`src/rtl/fifo_sync.sv`:
```
// Single-clock FIFO with registered read port, occupancy count and threshold flags.
// Storage is not reset; only pointers, count and the read/pulse outputs are.
module fifo_sync #(
    parameter int D_WIDTH  = 16,
    parameter int A_WIDTH  = 5,
    parameter int AF_LEVEL = 2**A_WIDTH - 2,
    parameter int AE_LEVEL = 2
) (
    input  logic               clk,
    input  logic               rst,
    input  logic [D_WIDTH-1:0] data_write,
    input  logic               write_enable,
    input  logic               read_enable,
    output logic [D_WIDTH-1:0] data_read,
    output logic               read_valid,
    output logic               full,
    output logic               empty,
    output logic               almost_full,
    output logic               almost_empty,
    output logic [A_WIDTH:0]   count,
    output logic               overflow,
    output logic               underflow
);

    localparam int DEPTH = 2**A_WIDTH;
    localparam int CNT_W = A_WIDTH + 1;

    logic [D_WIDTH-1:0] mem [DEPTH];
    logic [A_WIDTH-1:0] wr_ptr;
    logic [A_WIDTH-1:0] rd_ptr;
    logic               rd_accept;
    logic               wr_accept;

    assign full         = (count == CNT_W'(DEPTH));
    assign empty        = (count == '0);
    assign almost_full  = (count >= CNT_W'(AF_LEVEL));
    assign almost_empty = (count <= CNT_W'(AE_LEVEL));

    // A full FIFO still takes a write when a read frees a slot on the same edge.
    assign rd_accept = read_enable && !empty;
    assign wr_accept = write_enable && (!full || rd_accept);

    always_ff @(posedge clk) begin
        if (wr_accept) begin
            mem[wr_ptr] <= data_write;
        end
    end

    always_ff @(posedge clk or posedge rst) begin
        if (rst) begin
            wr_ptr     <= '0;
            rd_ptr     <= '0;
            count      <= '0;
            data_read  <= '0;
            read_valid <= 1'b0;
            overflow   <= 1'b0;
            underflow  <= 1'b0;
        end else begin
            if (wr_accept) begin
                wr_ptr <= wr_ptr + 1'b1;
            end
            // Reading the slot being written this edge returns the old word, never a bypass.
            if (rd_accept) begin
                rd_ptr    <= rd_ptr + 1'b1;
                data_read <= mem[rd_ptr];
            end
            case ({wr_accept, rd_accept})
                2'b10:   count <= count + 1'b1;
                2'b01:   count <= count - 1'b1;
                default: count <= count;
            endcase
            read_valid <= rd_accept;
            overflow   <= write_enable && !wr_accept;
            underflow  <= read_enable && !rd_accept;
        end
    end

endmodule

```
`config.mk`:
```
export PLATFORM = sky130hd
export DESIGN_NAME = fifo_sync
export DESIGN_NICKNAME = d
export VERILOG_FILES = /design/src/rtl/fifo_sync.sv
export SDC_FILE = /design/constraint.sdc
export NUM_CORES = 1
export LEC_CHECK = 0
export BUFFER_PORTS_ARGS = -buffer_cell sky130_fd_sc_hd__buf_2
export CAP_MARGIN = 30
export CORE_MARGIN = 3
export CORE_UTILIZATION = 45
export CTS_CLUSTER_DIAMETER = 80
export DETAILED_ROUTE_END_ITERATION = 8
export PLACE_DENSITY = 0.66
export SLEW_MARGIN = 5
export SYNTH_ARGS = -nofsm -noshare
export SYNTH_HDL_FRONTEND = slang
export SYNTH_SLANG_ARGS = --single-unit
```
`constraint.sdc`:
```
create_clock -name clk -period 6.4 [get_ports clk]
set_clock_uncertainty 0.05 [all_clocks]
set_input_delay 0.64 -clock clk [delete_from_list [all_inputs] [get_ports clk]]
set_output_delay 0.64 -clock clk [all_outputs]
set_load 0.005 [all_outputs]
```
* Word-level counts from Yosys, hierarchy flattened
Memories as Yosys holds them, arrays and structs flattened. A register that Yosys moved wholly into a read port is not among the register bits.
Index checks and enable logic that the tools add are counted.
** Word-level totals
- Memories kept :: 1
- Bits of input ports :: 20
- Register bits after elaboration :: 19
- Logic and storage cells :: 30
- Output and inout port bits :: 29
- Bits in writable memories :: 512
** Memory list
- mem :: words 32, width 16, read ports 1, clocked after Yosys merged registers in 1, wr ports 1, RTL line 28 : logic [D_WIDTH-1:0] mem [DEPTH];
** Cells by class
- $add $sub $neg :: 4
- Reductions and logical operators :: 11
- Equality and inequality tests :: 3
- $lt $le $gt $ge :: 2
- Multiplexer cells :: 3
** Operators by type and width (number)
- $pmux W6 S2 :: 1
- $add A5 B1 Y5 const B :: 2
- $add A6 B1 Y6 const B :: 1
- $eq A6 B6 Y1 const B :: 1
- $ge A6 B5 Y1 const B :: 1
- $le A6 B2 Y1 const B :: 1
- $logic_not A6 Y1 :: 1
- $sub A6 B1 Y6 const B :: 1
- $logic_and A1 B1 Y1 :: 4
- $logic_not A1 Y1 :: 4
- $eq A2 B1 Y1 const B :: 1
- $eq A2 B2 Y1 const B :: 1
- $mux W1 :: 2
- $reduce_bool A2 Y1 :: 1
- $logic_or A1 B1 Y1 :: 1

* Depth between registers and ports, before layout
- Depth in word-level cells :: 7
- Gate-level depth with buffers :: 11
- Gate-level depth less buffers :: 11

* Worst setup path before layout
No wires, ideal clock.
- Kind :: reg2reg
- From :: register count[2]
- To :: register count[5]
- Cell stages (with the launch flop) :: 11
- Buffers on the path :: 0
- Data required time :: 6.226 ns
- Slack :: 3.568 ns
- Data arrival time :: 2.658 ns
- Library setup time :: 0.124 ns
- Cell sequence :: dfrtp_1 or4_1 or3_4 clkinv_2 nor3_2 ha_1 a211oi_1 o21bai_1 a21o_1 and3b_1 a211o_1
** On the way
- Longest elaborated chain between the ends :: 7
- Elaborated cells between the ends (all ways) :: 13
- Classes of those cells :: add/sub (2); eq/ne (3); mux (1); reduce/logical (7)
** Ends and longest elaborated chain
- start: declaration :: RTL line 20 : output logic [A_WIDTH:0] count,
- start signal: assignment :: RTL line 68 : 2'b10: count <= count + 1'b1;
- start signal: assignment :: RTL line 69 : 2'b01: count <= count - 1'b1;
- start signal: assignment :: RTL line 70 : default: count <= count;
- $logic_not A6 Y1 * :: RTL line 35 : assign empty = (count == '0);
- net empty :: RTL line 17 : output logic empty,
- $logic_not A1 Y1 * :: RTL line 40 : assign rd_accept = read_enable && !empty;
- $logic_and A1 B1 Y1 * :: RTL line 40
- $logic_or A1 B1 Y1 :: RTL line 41 : assign wr_accept = write_enable && (!full || rd_accept);
- $logic_and A1 B1 Y1 :: RTL line 41
- $eq A2 B1 Y1 or $eq A2 B2 Y1 (tied branches) :: RTL line 67 : case ({wr_accept, rd_accept})
- $pmux W6 S2 or $reduce_bool A2 Y1 (tied branches)
Mark *: on every way through the listed nets, which the timed path passes. The rest lies on a longest branch.
A chain may end at the register's enable or synchronous reset.

==> run_results.csv <==
group,metric,value,unit
placement,place.gp.congestion,0.790,
critical_path,path_depth,6,
logic_synthesis,synth_area_per_cell,18.8,um2
critical_path,timing.reg2reg.setup_slack,3.13,ns
logic_synthesis,synth-simple-area-share,0.0256,
logic_synthesis,yosysTopAreaCell,"edfxtp_1",
outcome,status,"completed",
power,p_per_area,433,nW/um2
timing,worstMarginPinSlew,0.970,ns
finish,nNetsFinal,1255,
power,comb_power_share,0.272,
global_routing,overflow,0,
logic_synthesis,synth_xor_area_frac,0.00450,
power,power_switching,3.25,mW
timing,period_needed,3.27,ns
finish,area_delta_synth_final,13.8,%
critical_path,r2r_cells,6,
power,switching_share,0.308,
logic_synthesis,synth_cell_types,49,
critical_path,critPathTopFamily,"flip-flops",
logic_synthesis,synth_warnings,0,
detailed_routing,drc,0,
clock_tree,post_cts_buffers,0,
clock_tree,cts_hold_buf,0,
placement,dp_hpwl,28500,um
detailed_routing,ant_nets,0,
clock_tree,clock_latency,0.57,ns
floorplanning,die_w,224,um
detailed_routing,dr.first_iter.drc_count,1258,
logic_synthesis,synthTopCellsByCount,"edfxtp_1 (512), mux2i_1 (143), nor2_1 (70)",
power,p_leak,8.27,nW
timing,setup_tns,0,ns
global_routing,grt_pass1_wl,72700,um
logic_synthesis,synthMuxAreaShare,0.138,
logic_synthesis,synthArstFlopShare,0.0640,
critical_path,critPathArrivalTime,3.65,ns
clock_tree,clkSinkCount,547,
critical_path,cp.required,6.78,ns
floorplanning,die_h,224,um
finish,stdcell_area,24400,um2
min_path,worstHoldPathType,"in -> async",
logic_synthesis,synth_compound_area_frac,0.0502,
global_routing,grt_max_degree,88,
power,clkPwrFrac,0.299,
power,p_int,7.30,mW
floorplanning,dieArea,50200,um2
power,pwr-share-seq,0.429,
logic_synthesis,seq_area_frac_synth,0.760,
floorplanning,core_area,46800,um2
critical_path,critPathCaptureType,"flip-flop",
clock_tree,cts_buffers,53,
placement,portBuffers,48,
timing,slew_headroom,0.353,
power,worst_ir_drop_vdd,0.314,mV
detailed_routing,avgRoutedWirePerCell,26.2,um
critical_path,critPathSlowestCell,"dfrtp_4",
timing,rsz0062_at_grt,"false",
critical_path,crit_chain,"buf_4 -> mux4_2 -> mux2i_1 -> nor2_1 -> o41ai_1 -> o21ai_0",
logic_synthesis,synth_seq_cells,547,
clock_tree,cts_buffer_depth,3,
floorplanning,initial_core_util,0.458,
logic_synthesis,synth_adder_area_share,0.00620,
critical_path,r2r_end,"data_read[7]",
critical_path,worst-path-buf-inv,1,
timing,fin_crit_sh,0.511,
timing,setup_viol,0,
clock_tree,cts-root-buf,"clkbuf_16",
critical_path,cp_max_fo,29,
run,cap_violations,0,
clock_tree,cts_tree,"yes",
clock_tree,path_clk_slew,0.07,ns
critical_path,cp-start-kind,"flip-flop",
timing,finalHoldViolCount,0,
detailed_routing,vias,11004,
logic_synthesis,synthCells,1137,
logic_synthesis,synth_ff_type,"edfxtp_1",
floorplanning,rows,79,
floorplanning,pin_count,49,
global_routing,grt_pass1_vias,10855,
detailed_routing,vias_per_cell,5.86,
logic_synthesis,synth-edff-count,512,
logic_synthesis,synth_area_leaders,"edfxtp_1 (72%), mux4_2 (6.9%), mux2i_1 (6.7%), dfrtp_1 (4.1%), nor2_1 (1.2%)",
logic_synthesis,synth_nets,1167,
global_routing,grtUsageTotal,0.196,
clock_tree,htree_levels,2,
logic_synthesis,netlist_area,21400,um2
logic_synthesis,yosysTopAreaCellShare,0.719,
timing,drv_slew,0,
finish,drive_gt1_frac,0.206,
logic_synthesis,yosysMostFrequentCell,"edfxtp_1",
logic_synthesis,synth_top_family_by_area,"multiplexers",
critical_path,r2r_start,"rd_ptr[0]",
placement,placed_area,22500,um2
global_routing,antenna_found_initial,1,
timing,max_clock_freq,306,MHz
detailed_routing,drt_wl_total,49200,um
critical_path,max_stage_delay,0.83,ns
clock_tree,post_cts_resize_count,0,
critical_path,criticalPathCategory,"reg -> reg",
detailed_routing,firstDrtPassIters,7,
[area by class of cell]
class / count / area [um2]
fill: 3655 / 22400
clock inverter: 31 / 333
antenna: 1 / 2.50
clock buffer: 68 / 1460
sequential: 547 / 16300
multi-input combinational: 518 / 4840
timing repair buffer: 94 / 663
tap: 607 / 759
inverter: 11 / 42.5
[logic make-up after synthesis]
logic type               after synthesis
adder cells (fa/ha/maj)               10
AND/OR/NAND/NOR                      126
buffers and inverters                 72
flip-flops                           547
multiplexers                         212
AO/OA/AOI/OAI                        159
XOR/XNOR                              11
[metal layers]
metal / GRT usage / wire, um / vias up
met1: 0.288 / 20800 / 5643
met2: 0.297 / 22200 / 502
met5: 0 / 13 / -
li1: - / - / 4764
met3: 0.0446 / 4600 / 93
met4: 0.0603 / 1490 / 2
[power by group through the flow]
stage,Clock (mW),Combinational [mW],Sequential (mW)
global route,3.35,3.07,4.56
floorplan,0,2.04,4.39
finish,3.16,2.87,4.52
global placement,0,2.79,4.61
detailed placement,0,2.86,4.59
CTS,3.22,2.87,4.52
[cells in the final DEF, fill, tap and decap left out, types with 4 or more instances in the layout]
cell type and n:
buf_8 5, nor2_1 59, o21a_1 15, buf_2 48
xnor2_1 11, buf_4 34, edfxtp_1 512, ha_1 9
mux4_2 66, bufinv_16 7, clkinvlp_4 4, a211oi_1 17
a21oi_1 18, nand2_1 33, mux2i_1 143, clkinv_2 7
inv_1 10, nor2_2 11, a221oi_1 15, o22ai_1 31
o21ai_0 29, o41ai_1 15, o21ai_1 6, clkinv_1 12
buf_6 4, clkbuf_1 10, clkbuf_16 55, dfrtp_1 31
[how the worst max path moves through the flow]
| stage | start | to | slack [ns] |
|---|---|---|---|
| finish | rd_ptr[0] | data_read[7] | 3.13 |
| global route | rd_ptr[0] | data_read[7] | 2.99 |
| CTS | count[0] | mem[7][6] | 3.02 |
| detailed placement | read_enable | mem[7][6] | 2.80 |
| global placement | read_enable | mem[7][4] | 2.97 |
| floorplan | count[2] | count[5] | 3.57 |
[tightest hold or removal path, cell delays in order]
cell and delay [ns]:
buf_2 0.09, inv_1 0.05, buf_4 0.44
[registers in the layout, summed over array words and instances (netlist names)]
name        cells
count           6
data_read      16
mem           512
overflow        1
rd_ptr          5
read_valid      1
underflow       1
wr_ptr          5
[stage by stage]
step	util	power [mW]	instances	hold WS, ns	setup slack [ns]
finish	0.521	10.5	1877	0.143	3.13
global route	0.521	11.0	1876	0.172	2.99
CTS	0.519	10.6	1870	0.154	3.02
detailed placement	0.481	7.45	1771	0.428	2.80
global placement	0.479	7.40	1766	0.415	2.97
floorplan	-	6.43	1137	0.423	3.57
No activity file was read; power rests on OpenSTA's default activity.
